==> src/rtl/ldst_unit.sv <==
// Load/store unit: one outstanding request, aligned bus command, fixed read latency, extended load data.
// Optional LDST_MISALIGN_CHECK_EN rejects misaligned half/word accesses without a bus cycle.
module ldst_unit #(
    parameter int IW         = 32,
    parameter int RD_LATENCY = 1
) (
    input  logic          clk,
    input  logic          reset,
    input  logic          i_req_valid,
    output logic          o_req_ready,
    input  logic          i_req_wr,
    input  logic [2:0]    i_req_funct3,
    input  logic [IW-1:0] i_req_addr,
    input  logic [IW-1:0] i_req_wrdata,
    output logic          o_resp_valid,
    output logic [IW-1:0] o_resp_rddata,
    output logic          o_resp_err,
    output logic [IW-1:0] o_ldst_addr,
    output logic          o_ldst_rd,
    output logic          o_ldst_wr,
    output logic [IW-1:0] o_ldst_wrdata,
    output logic [3:0]    o_ldst_byte_en,
    input  logic [IW-1:0] i_ldst_rddata,
    input  logic          i_ldst_waitrequest
);

    typedef enum logic [1:0] {S_IDLE, S_ISSUE, S_WAIT, S_RESP} state_t;

    localparam logic [2:0] LAT_M1 = (RD_LATENCY > 0) ? 3'(RD_LATENCY - 1) : 3'd0;

    state_t        r_state, w_next;
    logic          r_wr;
    logic [2:0]    r_funct3;
    logic [IW-1:0] r_addr;
    logic [IW-1:0] r_wrdata;
    logic [2:0]    r_cnt;
    logic          r_err;
    logic [IW-1:0] r_rddata;

    logic          w_f3_ok;
    logic          w_misalign;
    logic          w_sample;
    logic [7:0]    w_byte;
    logic [15:0]   w_half;
    logic [IW-1:0] w_load_ext;

    assign w_f3_ok = i_req_wr ? (i_req_funct3 <= 3'd2)
                              : (i_req_funct3 != 3'd3 && i_req_funct3 != 3'd6 && i_req_funct3 != 3'd7);

`ifdef LDST_MISALIGN_CHECK_EN
    assign w_misalign = (i_req_funct3[1:0] == 2'd1 && i_req_addr[0]) ||
                        (i_req_funct3[1:0] == 2'd2 && i_req_addr[1:0] != 2'b00);
`else
    assign w_misalign = 1'b0;
`endif

    assign w_byte = 8'(i_ldst_rddata >> {r_addr[1:0], 3'b000});
    assign w_half = 16'(i_ldst_rddata >> {r_addr[1], 4'b0000});

    always_comb begin
        case (r_funct3)
            3'd0:    w_load_ext = {{(IW-8){w_byte[7]}}, w_byte};
            3'd1:    w_load_ext = {{(IW-16){w_half[15]}}, w_half};
            3'd4:    w_load_ext = {{(IW-8){1'b0}}, w_byte};
            3'd5:    w_load_ext = {{(IW-16){1'b0}}, w_half};
            default: w_load_ext = i_ldst_rddata;
        endcase
    end

    always_comb begin
        w_next   = r_state;
        w_sample = 1'b0;
        case (r_state)
            S_IDLE: begin
                if (i_req_valid)
                    w_next = (!w_f3_ok || w_misalign) ? S_RESP : S_ISSUE;
            end
            S_ISSUE: begin
                if (!i_ldst_waitrequest) begin
                    if (r_wr) begin
                        w_next = S_RESP;
                    end else if (RD_LATENCY == 0) begin
                        w_sample = 1'b1;
                        w_next   = S_RESP;
                    end else begin
                        w_next = S_WAIT;
                    end
                end
            end
            S_WAIT: begin
                if (r_cnt == 3'd0) begin
                    w_sample = 1'b1;
                    w_next   = S_RESP;
                end
            end
            default: w_next = S_IDLE;
        endcase
    end

    always_ff @(posedge clk) begin
        if (reset) begin
            r_state  <= S_IDLE;
            r_wr     <= 1'b0;
            r_funct3 <= 3'd0;
            r_addr   <= '0;
            r_wrdata <= '0;
            r_cnt    <= 3'd0;
            r_err    <= 1'b0;
            r_rddata <= '0;
        end else begin
            r_state <= w_next;
            if (r_state == S_IDLE && i_req_valid) begin
                r_wr     <= i_req_wr;
                r_funct3 <= i_req_funct3;
                r_addr   <= i_req_addr;
                r_wrdata <= i_req_wrdata;
                r_err    <= !w_f3_ok || w_misalign;
            end
            if (r_state == S_ISSUE)
                r_cnt <= LAT_M1;
            else if (r_state == S_WAIT && r_cnt != 3'd0)
                r_cnt <= r_cnt - 3'd1;
            // Response data only changes when a new response is produced
            if (w_next == S_RESP && r_state != S_RESP)
                r_rddata <= w_sample ? w_load_ext : '0;
        end
    end

    always_comb begin
        o_ldst_addr    = '0;
        o_ldst_rd      = 1'b0;
        o_ldst_wr      = 1'b0;
        o_ldst_wrdata  = '0;
        o_ldst_byte_en = 4'b0000;
        if (r_state == S_ISSUE) begin
            o_ldst_addr = {r_addr[IW-1:2], 2'b00};
            o_ldst_rd   = ~r_wr;
            o_ldst_wr   = r_wr;
            case (r_funct3[1:0])
                2'd0: begin
                    o_ldst_byte_en = 4'b0001 << r_addr[1:0];
                    o_ldst_wrdata  = {(IW/8){r_wrdata[7:0]}};
                end
                2'd1: begin
                    o_ldst_byte_en = 4'b0011 << {r_addr[1], 1'b0};
                    o_ldst_wrdata  = {(IW/16){r_wrdata[15:0]}};
                end
                default: begin
                    o_ldst_byte_en = 4'b1111;
                    o_ldst_wrdata  = r_wrdata;
                end
            endcase
        end
    end

    assign o_req_ready   = (r_state == S_IDLE);
    assign o_resp_valid  = (r_state == S_RESP);
    assign o_resp_err    = (r_state == S_RESP) && r_err;
    assign o_resp_rddata = r_rddata;

endmodule
==> config.mk <==
export PLATFORM = sky130hd
export DESIGN_NAME = ldst_unit
export DESIGN_NICKNAME = d
export VERILOG_FILES = /design/src/rtl/ldst_unit.sv
export SDC_FILE = /design/constraint.sdc
export NUM_CORES = 1
export LEC_CHECK = 0
export BUFFER_PORTS_ARGS = -buffer_cell sky130_fd_sc_hd__buf_2
export CAP_MARGIN = 15
export CORE_MARGIN = 2
export CORE_UTILIZATION = 40
export DETAILED_ROUTE_END_ITERATION = 6
export PLACE_DENSITY = 0.76
export SLEW_MARGIN = 5
export SYNTH_ARGS = -nofsm -noshare
export SYNTH_HDL_FRONTEND = slang
export SYNTH_SLANG_ARGS = --single-unit
export TNS_END_PERCENT = 100
==> constraint.sdc <==
create_clock -name clk -period 3.9 [get_ports clk]
set_clock_uncertainty 0.1 [all_clocks]
set_input_delay 0.195 -clock clk [delete_from_list [all_inputs] [get_ports clk]]
set_output_delay 0.195 -clock clk [all_outputs]
set_load 0.02 [all_outputs]
==> results by group <==
Outcome
  • Outcome: finished clean

Global routing
  • Most Used Layer, Global Route: met2
  • Overall fraction of global-route tracks in use: 0.240
  • Grt met1 use: 0.276
  • GRT met3 Usage: 0.0772
  • Number of antenna violations at the first check in global routing: 0
  • Met2 usage: 0.418
  • Maximum number of pins on one net before global-route repair: 70
  • Via count of the first global-routing pass: 5305
  • Global route total overflow: 0
  • First-pass GRT wire length: 25600 µm

Critical path
  • Critical register-to-register path startpoint: r_state[1]$_SDFF_PP0_
  • Capturing element type of the critical path: primary output
  • Classification of the worst setup path: flip-flop to primary output
  • CP Max Fanout: 27
  • Category of the worst setup path launch point: flip-flop
  • Number of cell instances on the worst register-to-register path: 5
  • CP required: 3.61 ns
  • Arrival @ worst endpoint: 2.24 ns
  • Worst r2r dst: r_wrdata[27]$_SDFFE_PP0P_
  • Reg-to-reg setup timing slack: 1.57 ns

Worst hold path
  • Startpoint of the worst hold path: i_ldst_rddata[17]
  • Worst Hold End: o_resp_rddata[17]$_SDFFE_PP0P_
  • Hold Crit Class: input port to flip-flop
  • Cell depth of the worst hold path: 2

Drt
  • DRC violations left: 0
  • Vias: 5483
  • Final routed wirelength across all metal layers: 16600 µm
  • Post-route antenna net violation count: 0
  • Routed length per placed instance: 15.6 µm
  • Number of DRC markers in iteration 0: 424
  • Number of detailed-routing iterations run before antenna repair: 5
  • Detailed-route vias per instance: 5.14

Pwr
  • Standby leakage power: 0.00319 µW
  • Power per unit of standard cell area: 391 nW/µm²
  • Max rail drop VDD: 0.373 mV

Floorplanning
  • Die W: 117 µm
  • Full die area: 13700 µm²
  • Number of cell rows: 41
  • Starting Density: 0.408
  • Height of the chip: 117 µm
  • Number of top-level design ports: 209
  • Core Footprint: 12500 µm²

Job
  • Max capacitance violation total: 0

Timing
  • Slew Limit Fails: 0
  • Slew headroom: 0.299
  • Setup repair after global routing missed its margin: no
  • Min Hold Slack: 0.0228 ns
  • Hold violation count in the final report: 0
  • Highest achievable clock rate: 395 MHz
  • Crit path time final: 2.53 ns
  • Final setup viols: 0
  • Period Utilization, post-route: 0.649
  • Worst Tran Pin Value: 1.05 ns
  • Setup TNS: 0 ns

Clock network
  • Post-CTS Setup Repair Bufs: 0
  • Number of buffers added by the clock tree synthesis step: 9
  • Root buffer selected by CTS: clkbuf_16
  • CTS max path bufs: 2
  • CTS HTree Levels: 3
  • Clock network latency to the later pin of the worst-skew pair: 0.35 ns
  • CTS-repair resized insts: 0
  • Count of clock tree sinks: 106
  • Clock transition at the registers of the reported paths: 0.07 ns
  • Number of buffers inserted by hold repair at cts: 72
  • TritonCTS clock tree: built

Synth
  • Dominant register cell in the synthesized netlist: dfxtp_1
  • Part of the Yosys area used for sequential elements: 0.416
  • Number of synthesized register bits: 106
  • Warnings from Yosys: 0
  • Post-synth EDFFs: 0
  • Library cells used by synthesis: 48
  • Average instance area after synthesis: 7.87 µm²
  • Area of the mapped netlist: 5100 µm²
  • Number of instances in the synthesized netlist: 649
  • Async set or reset register ratio after synthesis: 0

Cells and area
  • Area of combinational cells with multiple inputs: 2710 µm²
  • Fraction of layout instances using a drive strength above 1: 0.278
  • Syn-to-layout area delta: 40.6%
  • Inserted Diodes: 0
  • Nets: 998
  • Filler cell count in the final layout: 1141
  • Final core occ: 0.573
  • Area of all sequential standard cells: 2120 µm²
  • Final std cell area, no fill: 7180 µm²

Placed design
  • Port Buffers: 206
  • Instance area at placement: 6160 µm²
  • HPWL after detailed placement: 10600 µm
  • Routability Congestion: 0.835
-- power by group --
part	switching (µW)	internal [µW]	total, µW
Sequential	76.9	1170	1250
Combinational	379	261	640
Clock	392	524	916
-- worst max-delay path by stage --
stage	start	end	slack [ns]	cells after the start
after floorplan	r_cnt[0]$_SDFFE_PP0P_	o_resp_rddata[21]$_SDFFE_PP0P_	2.09	7
after global placement	r_addr[1]$_SDFFE_PP0P_	o_resp_rddata[29]$_SDFFE_PP0P_	1.69	5
after detailed placement	r_addr[1]$_SDFFE_PP0P_	o_resp_rddata[17]$_SDFFE_PP0P_	1.62	5
after CTS	r_state[0]$_SDFF_PP0_	o_ldst_wrdata[8]	1.39	3
after global routing	r_state[0]$_SDFF_PP0_	o_ldst_wrdata[8]	1.17	3
final	r_state[0]$_SDFF_PP0_	o_ldst_wrdata[8]	1.37	3
-- kinds of logic after synthesis --
group,count (synthesis),share of synthesized area
compound gates,160,0.202
fa+ha+maj,2,0.00490
buf+inv,60,0.0554
flops,106,0.416
mux,27,0.0576
other cells,1,0.000735
simple gates,293,0.263
-- layer usage --
layer	vias up	wire (µm)
met5	-	0
met4	0	418
met3	32	1310
met2	229	8060
met1	2541	6850
li1	2681	-
-- per-stage QoR --
step	instances	worst slack, ns	power, µW
6_report	1067	1.37	2800
5_1_grt	1067	1.17	2950
4_1_cts	1067	1.39	2820
3_5_place_dp	981	1.62	1850
3_3_place_gp	981	1.69	1840
2_1_floorplan	650	2.09	1650
-- sequential cells by signal, summed over array words and instances (netlist names) --
name and count:
r_funct3 3, r_cnt 3, r_wr 1, o_resp_rddata 32, r_state 2, r_addr 32
r_wrdata 32, r_err 1
-- critical path, cell delays in order, from the launching register on --
cell and delay (ns):
dfxtp_1 0.60, nand2b_1 0.66, a21oi_1 0.38, buf_2 0.23
-- cell usage after synthesis (2+ instances only) --
cell       instances  area [µm²]
buf_6              3        33.8
and2_1            43         269
dfxtp_1          106        2120
a31oi_1            3        18.8
a21oi_1           91         455
a2111oi_0          4        35.0
or3_1              6        37.5
mux2i_1           17         170
inv_1              4        15.0
buf_2             15        75.1
a32o_1             8        80.1
clkbuf_1          27         101
buf_4              4        30.0
nor2b_1            8        50.1
nor4b_1            2        17.5
a21o_1             4        30.0
nand3b_1           4        30.0
mux2_2             8        90.1
nand2_1          167         627
ha_1               2        25.0
o31ai_1            2        15.0
a221o_1           16         160
o2bb2ai_1          3        26.3
nand2b_1          12        75.1
o22ai_1            4        25.0
buf_1              6        22.5
o21ai_0           16        80.1
nor3_1             5        25.0
nor2_1            40         150
-- area by class of cell --
type | count | area share
Timing Repair Buffer | 287 | 0.254
Tap cell | 172 | 0.0300
Multi-Input combinational cell | 484 | 0.378
Clock buffer | 11 | 0.0352
Inverter | 4 | 0.00209
Sequential cell | 106 | 0.296
Clock inverter | 3 | 0.00558
-- cells in the final DEF (no fill, tap or decap), types with 3 or more instances in the layout --
cell / n
dfxtp_1: 105
nor2_1: 40
nand3b_1: 4
dlygate4sd3_1: 72
mux2_2: 8
and2_1: 42
o22ai_1: 4
nor2b_1: 7
clkbuf_16: 9
buf_4: 9
a2111oi_0: 4
inv_1: 4
a221o_1: 16
o2bb2ai_1: 3
o21ai_0: 16
nand2_1: 166
a32o_1: 8
or3_1: 6
nor3_1: 5
a21o_1: 4
a21oi_1: 91
mux2i_1: 17
buf_2: 206
a31oi_1: 3
nand2b_1: 12
Power figures use the tool's default switching activity.
